File: src/rtl/id_issue_controller.sv
// id_issue_controller: decode-stage sequencer for immediate mode, load-use stalls, flush, halt and single-step issue
module id_issue_controller #(
    parameter int DATA_WIDTH = 32,
    parameter int REG_ADDR_W = 5,
    parameter int CNT_W = 16,
    parameter logic [DATA_WIDTH-1:0] HALT_WORD = {DATA_WIDTH{1'b1}}
) (
    input  logic                  i_clk,
    input  logic                  i_reset,
    input  logic                  i_instr_valid,
    input  logic [DATA_WIDTH-1:0] i_instruction,
    input  logic                  i_idex_mem_read,
    input  logic [REG_ADDR_W-1:0] i_idex_rt,
    input  logic                  i_branch_flush,
    input  logic                  i_debug_mode,
    input  logic                  i_step,
    output logic                  o_is_signed,
    output logic                  o_advance,
    output logic                  o_idex_valid,
    output logic                  o_idex_is_signed,
    output logic                  o_halted,
    output logic [CNT_W-1:0]      o_stall_count,
    output logic [CNT_W-1:0]      o_issue_count
);
    typedef enum logic [1:0] {RUN, STEP_WAIT, STALL, HALTED} state_t;
    state_t state, state_next, mode_state;
    logic [5:0] opcode;
    logic [REG_ADDR_W-1:0] rs, rt;
    logic rt_src, hazard, go, halt_req, do_issue, do_stall, do_halt;
    assign opcode = i_instruction[DATA_WIDTH-1 -: 6];
    assign rs = i_instruction[21 +: REG_ADDR_W];
    assign rt = i_instruction[16 +: REG_ADDR_W];
    assign rt_src = opcode inside {6'h00, 6'h04, 6'h05, 6'h28, 6'h29, 6'h2B};
    assign o_is_signed = opcode[5:2] != 4'b0011;
    assign hazard = i_instr_valid & o_idex_valid & i_idex_mem_read & (i_idex_rt != '0)
                  & ((i_idex_rt == rs) | (rt_src & (i_idex_rt == rt)));
    assign go = (state == RUN & !i_debug_mode) | (state == STEP_WAIT & i_step) | (state == STALL);
    assign halt_req = i_instr_valid & (i_instruction == HALT_WORD);
    assign mode_state = i_debug_mode ? STEP_WAIT : RUN;

    // State register; reset always lands in RUN
    always_ff @(posedge i_clk) begin
        state <= i_reset ? RUN : state_next;
    end

    // Per-cycle decision in priority order: halted, flush, no-go, halt word, hazard, issue
    always_comb begin
        state_next = state;
        o_advance = 1'b0;
        do_issue = 1'b0;
        do_stall = 1'b0;
        do_halt = 1'b0;
        if (state == HALTED) begin
            state_next = HALTED;
        end else if (i_branch_flush) begin
            o_advance = 1'b1;
            state_next = mode_state;
        end else if (!go) begin
            state_next = mode_state;
        end else if (halt_req) begin
            do_halt = 1'b1;
            state_next = HALTED;
        end else if (hazard) begin
            do_stall = 1'b1;
            state_next = STALL;
        end else begin
            o_advance = 1'b1;
            do_issue = 1'b1;
            state_next = mode_state;
        end
    end

    // ID/EX control bits and saturating stall/issue counters
    always_ff @(posedge i_clk) begin
        if (i_reset) begin
            o_idex_valid <= 1'b0;
            o_idex_is_signed <= 1'b0;
            o_halted <= 1'b0;
            o_stall_count <= '0;
            o_issue_count <= '0;
        end else begin
            o_idex_valid <= do_issue & i_instr_valid;
            if (do_issue) o_idex_is_signed <= o_is_signed;
            if (do_halt) o_halted <= 1'b1;
            if (do_stall && !(&o_stall_count)) o_stall_count <= o_stall_count + 1'b1;
            if (do_issue && i_instr_valid && !(&o_issue_count)) o_issue_count <= o_issue_count + 1'b1;
        end
    end
endmodule

File: config.mk
export PLATFORM = sky130hd
export DESIGN_NAME = id_issue_controller
export DESIGN_NICKNAME = d
export VERILOG_FILES = /design/src/rtl/id_issue_controller.sv
export SDC_FILE = /design/constraint.sdc
export NUM_CORES = 1
export LEC_CHECK = 0
export BUFFER_PORTS_ARGS = -buffer_cell sky130_fd_sc_hd__buf_2
export CAP_MARGIN = 20
export CORE_MARGIN = 4
export CORE_UTILIZATION = 50
export DETAILED_ROUTE_END_ITERATION = 10
export HOLD_SLACK_MARGIN = 0.1
export PLACE_DENSITY = 0.83
export RECOVER_POWER = 50
export SETUP_SLACK_MARGIN = 0.05
export SLEW_MARGIN = 20
export SYNTH_ARGS = -nofsm -noshare
export SYNTH_HDL_FRONTEND = slang
export SYNTH_SLANG_ARGS = --single-unit
File: constraint.sdc
create_clock -name i_clk -period 3.2 [get_ports i_clk]
set_input_delay 0.32 -clock i_clk [delete_from_list [all_inputs] [get_ports i_clk]]
set_output_delay 0.32 -clock i_clk [all_outputs]
set_load 0.01 [all_outputs]
Word-level counts from Yosys, hierarchy flattened
Cells that the tools add are included.
{"block": "classes", "n_addsub": 2, "eq_ne": 12, "mux": 22, "bitwise": 12, "reduce_logical": 12}
{"op": "$add A16 B1 Y16 const B", "n": 2}
{"op": "$eq A32 B32 Y1 const B", "n": 1}
{"op": "$reduce_and A16 Y1", "n": 2}
{"op": "$eq A6 B6 Y1 const B", "n": 3}
{"op": "$mux W1", "n": 17}
{"op": "$eq A6 B3 Y1 const B", "n": 2}
{"op": "$eq A5 B5 Y1", "n": 2}
{"op": "$mux W2", "n": 5}
{"op": "$and A1 B1 Y1", "n": 9}
{"op": "$logic_not A6 Y1", "n": 1}
{"op": "$reduce_bool A6 Y1", "n": 1}
{"op": "$reduce_bool A5 Y1", "n": 1}
{"op": "$eq A2 B2 Y1 const B", "n": 2}
{"op": "$ne A4 B2 Y1 const B", "n": 1}
{"op": "$logic_and A1 B1 Y1", "n": 3}
{"op": "$logic_not A1 Y1", "n": 3}
{"op": "$or A1 B1 Y1", "n": 3}
{"op": "$eq A2 B1 Y1 const B", "n": 1}
{"op": "$logic_not A2 Y1", "n": 1}
{"block": "word_totals", "reg_bits": 37, "in_bits": 44, "word_cells": 66}

Depth between registers and ports, before layout
Gate-level depths: netlist of run 1.
{"block": "logic_depth", "depth_word": 12, "ltp_mapped": 8, "depth_no_buf": 7}

Worst setup path before layout of run 1
No wires, ideal clock.
{"block": "synth_timing", "path_type": "in2reg", "from": "input port i_instruction[17]", "to": "register o_stall_count[6]", "setup_ns": 0.123, "arrival_ns": 2.096, "t_required_ns": 3.077, "path_slack_ns": 0.981, "cell_stages": 6, "path_buffers": 0, "cell_sequence": "xor2_1 -> nor4_1 -> nand4_1 -> a2111oi_4 -> or4b_1 -> mux2_1"}
{"block": "synth_via", "elab_chain_cells": 10, "elab_cells_between_ends": 12, "classes_between": "2 x eq/ne; 5 x mux; 4 x bitwise; 1 x reduce/logical"}
{"element": "start: declaration", "line_no": "11", "text": "input logic [DATA_WIDTH-1:0] i_instruction,"}
{"element": "$eq A5 B5 Y1", "line_no": "36", "text": "& ((i_idex_rt == rs) | (rt_src & (i_idex_rt == rt)));"}
{"element": "$and A1 B1 Y1", "line_no": "36"}
{"element": "$or A1 B1 Y1", "line_no": "36"}
{"element": "$and A1 B1 Y1", "line_no": "36"}
{"element": "$mux W1", "line_no": "63", "text": "end else if (hazard) begin"}
{"element": "$mux W1 *", "line_no": "60", "text": "end else if (halt_req) begin"}
{"element": "$mux W1 *", "line_no": "58", "text": "end else if (!go) begin"}
{"element": "$mux W1 *", "line_no": "55", "text": "end else if (i_branch_flush) begin"}
{"element": "$mux W1 *", "line_no": "53", "text": "if (state == HALTED) begin"}
{"element": "$logic_and A1 B1 Y1 *", "line_no": "85", "text": "if (do_stall && !(&o_stall_count)) o_stall_count <= o_stall_count + 1'b1;"}
{"element": "end signal: assignment", "line_no": "85"}
{"element": "end: declaration", "line_no": "22", "text": "output logic [CNT_W-1:0] o_stall_count,"}
Mark *: on every way between the ends. The rest lies on a longest branch, timed or not.
A chain may end at the register's enable or synchronous reset.

Worst setup path after layout of run 1
{"block": "layout_timing", "from": "register state[1]", "to": "register o_issue_count[11]"}
{"block": "layout_via", "elab_chain_cells": 9, "elab_cells_between_ends": 13, "classes_between": "3 x eq/ne; 3 x mux; 4 x bitwise; 3 x reduce/logical"}
{"element": "start: declaration", "line_no": "26", "text": "state_t state, state_next, mode_state;"}
{"element": "start signal: assignment", "line_no": "43", "text": "state <= i_reset ? RUN : state_next;"}
{"element": "$eq A2 B1 Y1 or $logic_not A2 Y1 (tied branches)", "line_no": "37", "text": "assign go = (state == RUN & !i_debug_mode) | (state == STEP_WAIT & i_step) | (state == STALL);"}
{"element": "$and A1 B1 Y1", "line_no": "37"}
{"element": "$or A1 B1 Y1 (2 in a row)", "line_no": "37"}
{"element": "$mux W1", "line_no": "58"}
{"element": "$mux W1", "line_no": "55"}
{"element": "$mux W1 *", "line_no": "53"}
{"element": "$logic_and A1 B1 Y1 * (2 in a row)", "line_no": "86", "text": "if (do_issue && i_instr_valid && !(&o_issue_count)) o_issue_count <= o_issue_count + 1'b1;"}
{"element": "end signal: assignment", "line_no": "86"}
{"element": "end: declaration", "line_no": "23", "text": "output logic [CNT_W-1:0] o_issue_count"}
Marked as above.

==> flow_summary.toml, run 1 <==
[run_status]
status = "complete, no violations"

[logic_synthesis]
synth_area_leader_cell = "dfxtp_1"
syn-num-nets = 317
yosysTopAreaCellShare_pct = 34.00
postSynthAreaPerCell_sq_um = 8.038
synth_cell_types = 40
synth_area_leaders = "dfxtp_1 34%, nand4_1 5.7%, a21oi_1 5.5%"
ys_seq_elements = 37
synth_area_sq_um = 2178
yosysWarnings = 0
synthesis.instances = 271
yosysSeqAreaShare_pct = 34.00

[power]
p_leak_nw = 0.9493
ir_worst_vdd_mv = 0.2716
power_density_nw_per_um2 = 331.3
power_w = 0.0008780

[critical_path]
cp_common_cell = "nor2b_1"
cp-end-kind = "flop"
reg2reg_depth = 6
cp.arrival_ps = 2570
crit_family = "simple AND/OR/NAND/NOR gates"
crit_buf_inv = 0
critPathRequiredTime_ps = 3410
reg2reg_from = "state[1]"
r2r-end = "o_issue_count[11]"
crit_fanout = 13
r2r_setup_slack_ps = 840
worst_setup_path_start_kind = "flop"
path_class = "flop to flop"
crit_path_max_incr_delay_ps = 610
worstSetupStartpoint = "state[1]"
critical_path.slowest_cell = "or4_1"
path_cells = "nor2b_1, o22ai_1, nor2b_1, nand4_1, or4_1, a21oi_1"

[global_route]
track_usage_pct = 20.39
grt.overflow.total = 0
grt_pass1_vias = 2096
grt_pass1_wl_microns = 8956
grt_antenna_before_repair = 0
grt_max_degree = 50

[layout]
post_route_cells_drive_above_1_share_pct = 19.25
fillers = 383
n_antenna_cell = 0
layout-area-overhead-vs-synth_pct = 21.65
nets = 394

[clock_network]
cts_made_buffers = 5
cts_root_buffer = "clkbuf_8"
cts_resized = 0
clk_pin_slew_worst_paths_ps = 70
cts_tree = "built"
cts_htree_levels = 2
insertion_delay_ps = 290
clockBufferDepth = 2
hold_buffers = 0
post_cts_buffers = 0
clock_sinks = 37

[floorplan]
die_w_microns = 74.01
pin_count = 81
rows = 23
die_h_microns = 74.01
die_area_sq_um = 5477
coreArea_sq_um = 4115
start_util_pct = 52.93

[detailed_routing]
post_drt_wl_per_cell_microns = 13.94
avgViaCountPerCell = 5.859
first_pass_iters = 4
antenna_left = 0
dr_total_vias = 2332
drt-initial-drc-count = 125
wirelength_microns = 5547
drc_errors = 0

[sta]
clock.fmax_ghz = 0.4242
finalCritPeriodShare_pct = 73.67
rsz0062_at_grt = "false"
hold_violations = 0
fin_tns_setup_ps = 0
skew_ps = 4.230
finalMaxSlewViolations = 0
final.min_clock_period_ps = 2357
worst_pin_slew_ps = 855.1
slew_headroom_pct = 42.85
finalSetupViolations = 0

[flow_run]
maxCapViolations = 0

[place]
dp_hpwl_microns = 4123
place.gp.congestion = 0.7996
portBuffers = 80

[worst_hold_path]
min_delay_worst_endpoint = "o_idex_valid"
hp-start = "i_instr_valid"
hold_depth = 2
min_path_type = "input pin to flop"
==> layout by cell type (no fill, tap or decap), types with 12 or more instances in the layout <==
master,count
a21oi_1,24
o31ai_1,12
nor3_1,12
dfxtp_1,37
nand2_1,20
clkbuf_1,37
nand3_1,12
buf_2,44
nand4_1,20
nor2_1,21
nor2b_1,13
==> Yosys cell counts <==
master / number
nor4_1: 2
or4b_1: 1
buf_2: 2
nor2_1: 21
a21bo_2: 3
o31ai_1: 12
nand3b_1: 4
o21ai_0: 5
a31o_2: 2
xnor2_1: 3
mux2_2: 8
mux2i_1: 1
nand2b_1: 4
o22ai_1: 1
a211o_1: 1
mux2_1: 1
a2111oi_4: 1
nor3_1: 12
or3_1: 3
xor2_1: 8
nand4_1: 20
and4_1: 2
inv_1: 6
o21bai_1: 1
a21oi_1: 24
nor4b_1: 1
or4_1: 11
a211oi_1: 1
clkbuf_1: 10
or3b_2: 1
dfxtp_1: 37
nand4b_1: 1
a41o_1: 1
nand2_1: 20
nand3_1: 12
nor2b_1: 13
and2_1: 5
and3_1: 5
a31oi_1: 3
ha_1: 2
==> kinds of logic after synthesis <==
logic type | Yosys count | synth area share (%)
mux | 10 | 5.112
compound gates | 55 | 16.95
fa+ha+maj | 2 | 1.149
simple gates | 138 | 35.15
buf+inv | 18 | 3.217
xor+xnor | 11 | 4.423
flops | 37 | 34.00
==> state kept, by name, indices dropped and copies added (netlist names) <==
name / count
o_issue_count: 16
state: 2
o_halted: 1
o_stall_count: 16
o_idex_valid: 1
o_idex_is_signed: 1
==> layer usage <==
metal  wire length [microns]  global-route usage, %  up-vias
met5                       0                      0        -
met1                    2426                  24.92     1085
li1                        -                      -     1169
met2                    2632                  35.24       71
met4                      74                  7.445        0
met3                     414                  4.324        7
==> how the worst max path moves through the flow <==
stage,end,slack [ps],depth (start not counted)
after floorplan,o_stall_count[6],980,6
after global placement,o_stall_count[13],730,8
after detailed placement,o_stall_count[13],640,8
after CTS,o_issue_count[11],850,6
after global routing,o_issue_count[11],620,6
final,o_issue_count[11],840,6
==> per-stage QoR <==
stage | cell area, sq um | instances | setup WS [ps] | util (%) | hold WS (ps)
2_1_floorplan | 2178 | 271 | 981.3 | - | 476.8
3_3_place_gp | 2609 | 391 | 733.3 | 63.39 | 488.3
3_5_place_dp | 2609 | 391 | 642.4 | 63.39 | 493.9
4_1_cts | 2695 | 398 | 847.5 | 65.49 | 357.0
5_1_grt | 2650 | 398 | 620.7 | 64.40 | 377.6
6_report | 2650 | 398 | 842.6 | 64.40 | 366.4
==> layout make-up <==
| cell class | instances | area (sq um) | area share (%) |
|---|---|---|---|
| Multi-Input combinational cell | 216 | 1368 | 51.61 |
| Sequential cell | 37 | 740.7 | 27.95 |
| Clock buffer | 7 | 86.33 | 3.258 |
| Timing Repair Buffer | 82 | 370.4 | 13.98 |
| Tap cell | 50 | 62.56 | 2.361 |
| Inverter | 6 | 22.52 | 0.8499 |
==> where the power goes <==
group | switching (W) | total, W | internal (W)
Sequential | 0.00000254 | 0.000466 | 0.000463
Combinational | 0.0000465 | 0.0000840 | 0.0000375
Clock | 0.000157 | 0.000328 | 0.000171
Note: power is estimated with default switching activity, not from simulation.
==> run 2, diff against run 1 <==
Settings changed: CORE_UTILIZATION 50 to 45, PLACE_DENSITY 0.83 to 0.79.
Clock period 3.2 ns to 2 ns, I/O delays scaled along.
==> flow_summary.toml, run 2 (synthesis gave the netlist of run 1 again) <==
[run_status]
status = "finished with violations"
violations = "setup timing"

[critical_path]
crit_path_max_incr_delay_ps = 510
worst_setup_path_start_kind = "flop"
cp.arrival_ps = 2320
critPathRequiredTime_ps = 2180
reg2reg_depth = 6
crit_fanout = 2
critical_path.slowest_cell = "or4b_4"
cp-end-kind = "flop"
path_cells = "nand3_2, a21oi_2, nand4_1, a2111oi_4, or4b_4, mux2_4"
path_class = "flop to flop"

[layout]
mostFrequentLayoutCell = "buf_2"
layout-area-overhead-vs-synth_pct = 37.05
n_antenna_cell = 0
reg_top3 = "o_issue_count: 16 flops, o_stall_count: 16 flops, state: 2 flops"
nets = 422
fillers = 419
regArea_sq_um = 744.5
fin_cells = 431
multiInputGateArea_sq_um = 1435
layout_common_cells = "55 x buf_2, 34 x dfxtp_1, 30 x clkbuf_1"
post_route_cells_drive_above_1_share_pct = 32.10

[sta]
finalSetupViolations = 2
rsz0062_at_grt = "true"
final.min_clock_period_ps = 2145
slew_headroom_pct = 41.30
skew_ps = 8.602
layout_setup_ws_ps = -145.2
clock.fmax_ghz = 0.4661
finalCritPeriodShare_pct = 107.3
fin_tns_setup_ps = -262.2
hold_violations = 0
finalMaxSlewViolations = 0
worst_pin_slew_ps = 880.5

[floorplan]
start_util_pct = 46.43
coreArea_sq_um = 4692
pin_count = 81
die_area_sq_um = 6018
die_h_microns = 77.58
rows = 25
die_w_microns = 77.58

[place]
place.gp.congestion = 0.8127
post-place-cells = 419
portBuffers = 80
dp_hpwl_microns = 4403

[global_route]
grt.overflow.total = 0
grt_antenna_before_repair = 0
grt_pass1_wl_microns = 9597
grt_max_degree = 50
track_usage_pct = 19.18
grt_pass1_vias = 2175

[clock_network]
clock_sinks = 37
clockBufferDepth = 2
cts_made_buffers = 5
cts_htree_levels = 2
cts_tree = "built"
clk_pin_slew_worst_paths_ps = 80
cts_root_buffer = "clkbuf_8"
insertion_delay_ps = 290

[detailed_routing]
drt-initial-drc-count = 153
avgViaCountPerCell = 5.564
drc_errors = 0
post_drt_wl_per_cell_microns = 13.73
antenna_left = 0
wirelength_microns = 5918
dr_total_vias = 2398
first_pass_iters = 4

[flow_run]
maxCapViolations = 0

[power]
p_leak_nw = 1.145
ir_worst_vdd_mv = 0.3770
power_density_nw_per_um2 = 526.0

[worst_hold_path]
hold_depth = 3
min_path_type = "input pin to flop"
==> run 2: cell types whose count changed in the layout (fill, tap and decap cells not counted), sizes merged <==
cell and change:
clkbuf -7, buf +35, bufinv +1
==> run 2: worst paths after layout <==
check	startpoint	to	slack [ps]
worst max-delay path	o_idex_valid	o_stall_count[6]	-150
worst min-delay path	i_debug_mode	state[0]	240
worst max register to register	o_idex_valid	o_stall_count[6]	-150
worst min register to register	o_halted	o_halted	480
==> run 2: power breakdown <==
part / leakage [nW] / switching [W] / total (W) / internal (W)
sequential: 0.300 / 0.00000385 / 0.000745 / 0.000741
clock: 0.0585 / 0.000264 / 0.000671 / 0.000407
combinational: 0.787 / 0.0000804 / 0.000155 / 0.0000742
total: 1.15 / 0.000348 / 0.00157 / 0.00122
==> run 2: critical path: cells and delay by family (launching register included) <==
kind | cells | cell delay [ps]
AOI/OAI and AO/OA | 2 | 590
DFF | 1 | 340
muxes | 1 | 310
and+or+nand+nor | 3 | 790
==> run 2: timing repair <==
item                       CTS  global route
resized for setup            7            16
cloned                       0             1
pin swaps                    5             8
setup endpoints to repair   15            26
hold buffers                 0             0
buffers inserted             1             2
==> run 2: layout make-up <==
type                    count  area share [%]
inverters                   6          0.7544
clock buffers               7           2.892
repair buffers            110           20.08
clock inverters             1           1.006
flip-flops and latches     37           24.94
well taps                  54           2.263
multi-input cells         216           48.07
==> run 2: per-stage QoR <==
step	instance area (sq um)	util [%]	hold slack [ps]	setup slack [ps]	total power, W
floorplan	2178	-	370.2	-91.37	0.0008244
finish	2985	63.63	238.8	-145.2	0.001570
global placement	2806	59.81	469.9	-281.4	0.0009035
detailed placement	2806	59.81	469.8	-366.5	0.0009079
CTS	2955	62.99	236.4	-189.8	0.001578
global route	2985	63.63	272.5	-231.6	0.001631
==> run 2: layer usage <==
| metal | track usage [%] | up-vias | wire [microns] |
|---|---|---|---|
| met5 | 0 | - | 0 |
| met4 | 5.516 | 0 | 34 |
| met3 | 4.640 | 4 | 409 |
| met2 | 32.90 | 85 | 2846 |
| met1 | 23.79 | 1083 | 2628 |
| li1 | - | 1226 | - |
